<file path="src/rtl/decoder_4to16.sv">
// rtl/decoder_4to16.sv - registered 4-to-16 one-hot decoder with enable and valid
//
// Purpose : decodes code N = {D,C,B,A} into a single asserted output O(N+1),
//           registered on the rising clk edge, for use as a 16-way bank
//           select/enable fan-out stage.
// Params  : ACTIVE_LOW - 1: asserted output is 0 and idle outputs are 1
//                        0: one-hot high (asserted 1, idle 0)
// Ports   : clk       in  system clock, rising edge
//           rst_n     in  asynchronous active-low reset
//           en        in  decode enable; 0 forces all outputs idle
//           A,B,C,D   in  code bits, A = LSB, D = MSB
//           O1..O16   out O(k) asserted when code = k-1
//           valid     out 1 when O1..O16 hold a decoded code (always active-high)

module decoder_4to16 #(
    parameter bit ACTIVE_LOW = 1'b0
) (
    input  logic clk,
    input  logic rst_n,
    input  logic en,
    input  logic A,
    input  logic B,
    input  logic C,
    input  logic D,
    output logic O1,
    output logic O2,
    output logic O3,
    output logic O4,
    output logic O5,
    output logic O6,
    output logic O7,
    output logic O8,
    output logic O9,
    output logic O10,
    output logic O11,
    output logic O12,
    output logic O13,
    output logic O14,
    output logic O15,
    output logic O16,
    output logic valid
);

    // XOR mask applied on the way out: the registers always hold one-hot-high
    // state, so reset to zero gives the correct idle level for either polarity.
    localparam logic [15:0] POLARITY_MASK = ACTIVE_LOW ? 16'hFFFF : 16'h0000;

    logic [3:0]  code;
    logic [15:0] onehot_d;
    logic [15:0] onehot_q;
    logic        valid_d;
    logic        valid_q;
    logic [15:0] o_vec;

    assign code = {D, C, B, A};

    // Explicit case items rather than a shift: an unknown code falls through
    // to the default and yields all-idle / valid=0 instead of a multi-hot X.
    always_comb begin
        onehot_d = 16'h0000;
        valid_d  = 1'b0;
        if (en) begin
            case (code)
                4'h0:    onehot_d = 16'h0001;
                4'h1:    onehot_d = 16'h0002;
                4'h2:    onehot_d = 16'h0004;
                4'h3:    onehot_d = 16'h0008;
                4'h4:    onehot_d = 16'h0010;
                4'h5:    onehot_d = 16'h0020;
                4'h6:    onehot_d = 16'h0040;
                4'h7:    onehot_d = 16'h0080;
                4'h8:    onehot_d = 16'h0100;
                4'h9:    onehot_d = 16'h0200;
                4'hA:    onehot_d = 16'h0400;
                4'hB:    onehot_d = 16'h0800;
                4'hC:    onehot_d = 16'h1000;
                4'hD:    onehot_d = 16'h2000;
                4'hE:    onehot_d = 16'h4000;
                4'hF:    onehot_d = 16'h8000;
                default: onehot_d = 16'h0000;
            endcase
            valid_d = |onehot_d;
        end
    end

    always_ff @(posedge clk or negedge rst_n) begin
        if (!rst_n) begin
            onehot_q <= 16'h0000;
            valid_q  <= 1'b0;
        end else begin
            onehot_q <= onehot_d;
            valid_q  <= valid_d;
        end
    end

    assign o_vec = onehot_q ^ POLARITY_MASK;
    assign valid = valid_q;

    assign O1  = o_vec[0];
    assign O2  = o_vec[1];
    assign O3  = o_vec[2];
    assign O4  = o_vec[3];
    assign O5  = o_vec[4];
    assign O6  = o_vec[5];
    assign O7  = o_vec[6];
    assign O8  = o_vec[7];
    assign O9  = o_vec[8];
    assign O10 = o_vec[9];
    assign O11 = o_vec[10];
    assign O12 = o_vec[11];
    assign O13 = o_vec[12];
    assign O14 = o_vec[13];
    assign O15 = o_vec[14];
    assign O16 = o_vec[15];

endmodule

</file>
<file path="config.mk">
export PLATFORM = sky130hd
export DESIGN_NAME = decoder_4to16
export DESIGN_NICKNAME = d
export VERILOG_FILES = /design/src/rtl/decoder_4to16.sv
export SDC_FILE = /design/constraint.sdc
export NUM_CORES = 1
export LEC_CHECK = 0
export ABC_AREA = 1
export BUFFER_PORTS_ARGS = -buffer_cell sky130_fd_sc_hd__buf_4
export CAP_MARGIN = 20
export CORE_UTILIZATION = 39
export DETAILED_ROUTE_END_ITERATION = 7
export GPL_TIMING_DRIVEN = 0
export PLACE_DENSITY = 0.7
export RECOVER_POWER = 50
export SYNTH_ARGS = -nofsm -noshare
export SYNTH_HDL_FRONTEND = slang
export SYNTH_SLANG_ARGS = --single-unit
</file>
<file path="constraint.sdc">
create_clock -name clk -period 0.8 [get_ports clk]
set_input_delay 0 -clock clk [delete_from_list [all_inputs] [get_ports clk]]
set_output_delay 0 -clock clk [all_outputs]
set_load 0.02 [all_outputs]
</file>
After elaboration in Yosys (flattened, before gate mapping)
Memory sizes are Yosys's and may differ from the RTL's. Index checks and enable logic that the tools add are counted.

Mux-type cells: 3. Reduce and logical (&&, ||, !) cells: 1.

Operators by type and width (number): two-way mux 16 bit (2); OR reduction 16 bit (1); two-way mux 1 bit (1).

Flip-flop bits (word level): 17. Memory bits (read-only): 256. Input port bits: 7. Output and inout bits: 17. Word-level logic and storage cells: 7. Memories kept: 1.

Memory list: (no name shown) (words 16, width 16, rd ports 1, clocked after memory_dff 0, wr ports 0, RTL line 63) `case (code)`.

Logic depth before layout (Yosys ltp)
Gate-level depths: netlist (run 1). An unclocked memory read counts as a cell.

Word-level depth: 4. Depth in mapped cells: 3. Gate-level depth less buffers: 3.

Worst setup path before layout (run 1)
No wires, ideal clock.

Path type: register to output. From: register onehot_q[0] (netlist: o_vec[0]). To: output O1. Arrival: 0.416 ns. Required time: 0.800 ns. Path slack: 0.384 ns. Stages on the path, launching flop included: 1. Buffers on the path: 0. Path through: dfrtp_1.

RTL lines: start: declaration (RTL line 50) `logic [15:0] onehot_q;`; start signal: assignment (RTL line 91) `onehot_q <= onehot_d;`; end: declaration (RTL line 25) `output logic O1,`.

No word-level cell between the ends.

Worst setup path in the final report (run 1)
From: register onehot_q[15] (netlist: o_vec[15]). To: output O16.

RTL lines: end: declaration (RTL line 40) `output logic O16,`.

No word-level cell between the ends.

==> metrics.txt, run 1 <==
Leak Pwr=0.449 nW; CP max FO=1; top cell family by delay on the critical path=flip-flops; number of remaining DRC errors=0; post-synthesis simple-gate area fraction=0.200; relative slew slack=0.727; Buf/Inv on CP=1; Final Non-Filler Cells=94; gpl congestion=0.783; syn avg cell area=11.3 um^2; share of post-route cells with drive strength above 1=0.329; GRT Overall Usage=0.174; Max Clock Freq=1250 MHz; Syn-to-layout area delta=55.0%; Adder-Cell Fraction of Synth Area=0; final worst-path cycle share=0.998; placed insts=87; TritonCTS clock tree=done; CP cell instances=buf_6; unrepaired setup endpoints after global routing=true; Max-cap violations=0; Synth Area in Compound Gates=0; Core Util, Final=0.653; Worst Path Required=0.80 ns; largest family of logic cells by synthesized area=simple AND/OR/NAND/NOR gates; final net count=87; total number of vias=431; grt ovf=0; CP Launch Type=register; vias in the first global route=391; Via density=4.59; register area share after synthesis=0.766; crit path DAT=0.80 ns; mean routed wirelength per cell=11.4 um; Power Density=1700 nW/um^2; # IOs=24; Tot Pwr=0.00146 W; Mapped Area=556 um^2; first-pass GRT wire length=1.70 mm; core area=1320 um^2; Slowest-stage cell, CP=dfrtp_1; Chip Height=39.7 um; Final min period=0.799 ns; # H-tree levels=1; drt first pass iters=4; num rows=13; antenna-violating nets left=0; Final Hold Fails=0; DP Wirelength=703 um; Mapped Nets=56; #FFs+latches synth=17; worst vdd ir=0.00108 V; endpoints failing setup=0; Post-Synthesis Cells=49; number of port buffers=23; TritonCTS Buffers=3; diode count=0; CTS sink count=17; Slew @ Worst Pin=0.410 ns; Max stage delay on crit path=0.39 ns; Die Width=39.7 um; final wirelength=1.07 mm; Final Max Slew Viols=0; HP Class=input pin to register; Starting Density=0.422; yosys warns=0; synth unique cells=7; Die ar.=1580 um^2; Clock Pin Slew Worst Setup and Hold Paths=0.09 ns; element type at the critical path end=output port; mux cell area share after synthesis=0; WS Path Type=register to output port; initial antenna violation count=0; status=complete, no violations; largest net degree at the start of global routing=18; clock buffer depth=2; Initial DRC Count=2; clock root buffer=clkbuf_4; xor/xnor share of the synthesized area=0
per-layer routing:
layer  GRT usage  share of wire  wire [um]  vias to the layer above
met1       0.201           0.41        445                      203
met3      0.0455          0.063         68                        2
met2       0.283           0.51        549                       16
met5           0              0          0                        -
met4       0.103         0.0084          9                        0
li1            -              -          -                      210
per-stage QoR:
stage          setup slack [ns]  area (um^2)  hold WS, ns  setup TNS [ns]
2_1_floorplan             0.384          556       -0.296               0
3_3_place_gp              0.240          747       -0.135               0
3_5_place_dp              0.223          747       -0.127               0
4_1_cts                -0.00899          867      0.00522         -0.0261
5_1_grt                 -0.0419          861      0.00944          -0.369
6_report                0.00132          861       0.0200               0
final timing paths:
path	slack [ns]	end	cells after the start	from
worst max-delay path	0.001	O16	1	o_vec[15]$_DFF_PN0_
worst min-delay path	0.02	o_vec[8]$_DFF_PN0_	4	A
max in group asynchronous	0.33	o_vec[3]$_DFF_PN0_	2	rst_n
min in group asynchronous	0.18	valid$_DFF_PN0_	2	rst_n
sequential cells by signal, summed over array words and instances (netlist names):
name	cells
o_vec	16
valid	1
report_power, final:
part	switching, W	total (W)	leakage [nW]	internal [W]
clock	0.000235	0.000428	0.0150	0.000193
combinational	0.0000893	0.000155	0.201	0.0000659
sequential	0.00000672	0.000881	0.233	0.000874
cells in the mapped netlist, drive strengths merged:
cell	n	area, um^2
dfrtp	17	425
nor2	17	66.3
clkbuf	1	3.75
inv	4	15.0
nand2	4	15.0
nand3	6	30.0
final cells by class:
class	count	area, um^2
Clock buffer	4	26.3
Inverter	4	15.0
Tap cell	15	18.8
Fill cell	103	457
Sequential cell	17	425
Multi-Input combinational cell	27	111
Timing Repair Buffer	26	260
Buffer	1	3.75
cell usage in the layout (no fill, tap or decap):
cell type,Yosys,layout
inv_1,4,4
clkbuf_2,0,1
clkbuf_4,0,4
nor2_2,1,1
nor2_1,16,16
buf_6,0,17
clkbuf_1,1,3
nand3_1,6,6
dfrtp_1,17,17
dlygate4sd3_1,0,3
buf_4,0,3
nand2_1,4,4
kinds of logic (layout without fill, tap and decap cells):
family / Yosys count / count (layout)
buffers and inverters: 5 / 35
DFF: 17 / 17
and+or+nand+nor: 27 / 27
what timing repair did:
item | CTS | global route
hold buffers | 3 | 0
setup endpoints to repair | 17 | 17
gates resized for setup | 17 | 0
setup buffers | 0 | 0
endpoints found under the hold margin | 20 | 0
cloned | 0 | 0
No activity file was read; power rests on OpenSTA's default activity.
==> run 2, diff against run 1 <==
--- a/config.mk
+++ b/config.mk
@@ -5,10 +5,9 @@
 export SDC_FILE = /design/constraint.sdc
 export NUM_CORES = 1
 export LEC_CHECK = 0
-export ABC_AREA = 1
 export BUFFER_PORTS_ARGS = -buffer_cell sky130_fd_sc_hd__buf_4
 export CAP_MARGIN = 20
-export CORE_UTILIZATION = 39
+export CORE_UTILIZATION = 40
 export DETAILED_ROUTE_END_ITERATION = 7
 export GPL_TIMING_DRIVEN = 0
 export PLACE_DENSITY = 0.7
==> run 2 against run 1 <==
Net effect:
- the run now ends with hold timing, setup timing left
- final cell count fell by 2.1%
- combinational power rose by 21%
- clock power barely moved
- design area rose by 7.6%
- non-clock buffer count rose by 4
- critical endpoint is now o_vec[4]$_DFF_PN0_
==> metrics.txt, run 2 <==
initial antenna violation count=0 (unchanged); area of the multi-input gates=158 um^2 (+42%); GRT Overall Usage=0.185 (+0.0116); yosys warns=0 (unchanged); Max Clock Freq=1190 MHz (-5.1%); Die Width=41.3 um (+3.9%); final wirelength=1.17 mm (+9.2%); Post-synth top cells=17 x dfrtp_1, 6 x nor2_1, 5 x nor3_1; Initial DRC Count=3 (+1); antenna-violating nets left=0 (unchanged); number of remaining DRC errors=0 (unchanged); most frequent cells in the layout=17 x dfrtp_1, 17 x buf_6, 7 x nor3_1; num rows=13 (unchanged); WS Path Type=input pin to register; area leader, netlist=dfrtp_1; Clock Pin Slew Worst Setup and Hold Paths=0.09 ns (about the same); synth unique cells=15 (+8); first-pass GRT wire length=1.84 mm (+8.1%); Power Density=1620 nW/um^2 (-4.9%); Max-cap violations=0 (unchanged); post-CTS setup buffers=0 (unchanged); Via density=4.70 (+2.4%); top-area cell type share of the netlist area=0.690 (-0.0761); FILL cells=111 (+7.8%); TritonCTS clock tree=done; violated checks=hold timing, setup timing; WHS=-0.0594 ns (-0.0794 ns); Final Hold Fails=4 (+4); status=finished, violations left; Leak Pwr=0.447 nW (-0.53%); Final WS setup=-0.0415 ns (-0.0428 ns); CTS sink count=17 (unchanged); placed insts=82 (-5.7%); Final Non-Filler Cells=92 (-2.1%); vias in the first global route=379 (-3.1%); Final min period=0.842 ns (+0.0428 ns); Post-CTS Hold Fix Bufs=7 (+4); number of port buffers=22 (-4.3%); gpl congestion=0.718 (-8.3%); most common cell in the netlist=dfrtp_1; CP max FO=7 (+6); element type at the critical path end=register; Post-Synthesis Cells=45 (-8.2%); diode count=0 (unchanged); Worst Hold Depth=2 (-2); clock root buffer=clkbuf_4; HP Class=input pin to register; Synth area leaders=dfrtp_1 69%, nor3_2 4.9%, nand2b_4 4.5%, nor3_1 4.1%, nor2_1 3.7%; fraction of registers with async set/reset=1.00 (unchanged); Die ar.=1700 um^2 (+7.8%); Post-synth EDFFs=0 (unchanged); Syn-to-layout area delta=50.1%; CP Launch Type=input pin; #FFs+latches synth=17 (unchanged); # IOs=24 (unchanged); # H-tree levels=1 (unchanged); register area share after synthesis=0.690 (-0.0761); Slew @ Worst Pin=0.472 ns (+0.0621 ns); total number of vias=432 (+0.23%); Hold Path Origin=B; syn avg cell area=13.7 um^2 (+21%); Reg area=425 um^2 (unchanged); Mapped Area=617 um^2 (+11%); Final Max Slew Viols=0 (unchanged); Worst Path Required=1.00 ns (+0.20 ns); Chip Height=41.3 um (+3.9%); share of post-route cells with drive strength above 1=0.403 (+0.0735); endpoints failing setup=6 (+6); final net count=85 (-2.3%); final worst-path cycle share=1.05 (+0.0536); crit path DAT=1.04 ns (+0.24 ns); relative slew slack=0.685 (-0.0414); largest net degree at the start of global routing=18 (unchanged); Mapped Nets=52 (-7.1%); TritonCTS Buffers=3 (unchanged); worst vdd ir=0.00105 V (-2.8%); mean routed wirelength per cell=12.7 um (+12%); Top FF cell, synth=dfrtp_1; core area=1370 um^2 (+3.7%); Starting Density=0.451 (+0.0298); clock buffer depth=2 (unchanged); DP Wirelength=796 um (+13%); grt ovf=0 (unchanged); max reg flops=16 (unchanged); drt first pass iters=2 (-2); unrepaired setup endpoints after global routing=true; hold path endpoint=o_vec[0]$_DFF_PN0_
-- run 2: cell count changes after synthesis, moves of 2 or more --
cell / previous run / this run
nor2_1: 16 / 6
nor3_1: 0 / 5
inv_1: 4 / 0
nand2_1: 4 / 0
nand3_1: 6 / 2
nor3_2: 0 / 3
nand2b_4: 0 / 2
nand3b_1: 0 / 2
-- run 2: layout make-up --
cell class / instances / area share
tap: 15 / 0.0203
clock buffer: 4 / 0.0284
multi-input combinational: 25 / 0.170
buffer: 3 / 0.0122
timing repair buffer: 28 / 0.309
sequential: 17 / 0.459
-- run 2: worst max-delay path by stage --
stage / from / to / slack [ns]
5_1_grt: o_vec[1]$_DFF_PN0_ / O2 / -0.06
2_1_floorplan: A / o_vec[10]$_DFF_PN0_ / 0.28
3_5_place_dp: C / o_vec[8]$_DFF_PN0_ / 0.12
4_1_cts: o_vec[9]$_DFF_PN0_ / O10 / -0.03
6_report: A / o_vec[4]$_DFF_PN0_ / -0.04
3_3_place_gp: C / o_vec[8]$_DFF_PN0_ / 0.16
-- run 2: routing by layer --
layer  routed length, um  track usage
met2                 591        0.258
met4                  36        0.145
met5                   0            0
met1                 507        0.230
met3                  37       0.0652
-- run 2: worst max-delay path, cell delays in order --
cell           delay (ns)
clkbuf_1             0.17
dlygate4sd3_1        0.64
nor3_1               0.22
-- run 2: kinds of logic (layout without fill, tap and decap cells) --
logic type / count (synthesis) / after routing / synth area share
buffers and inverters: 3 / 35 / 0.0264
flip-flops: 17 / 17 / 0.690
AND/OR/NAND/NOR: 25 / 25 / 0.284
-- run 2: per-stage QoR --
step	worst slack [ns]	cell area, um^2	total power [W]	TNS (ns)	util
floorplan	0.280	617	0.000977	0	-
global placement	0.163	801	0.00106	0	0.586
detailed placement	0.119	801	0.00106	0	0.586
CTS	-0.0258	961	0.00153	-0.0886	0.703
global route	-0.0638	926	0.00158	-0.723	0.678
finish	-0.0415	926	0.00150	-0.108	0.678
-- run 2: what timing repair did --
| item | CTS | global route |
|---|---|---|
| hold endpoints to repair | 26 | 4 |
| pin swaps | 0 | 1 |
| gates resized for setup | 17 | 0 |
| endpoints found under the setup margin | 17 | 18 |
-- run 2: where the power goes --
group          switching (W)  internal, W
clock network       0.000236     0.000193
registers         0.00000708     0.000874
logic               0.000102    0.0000849
total               0.000345      0.00115
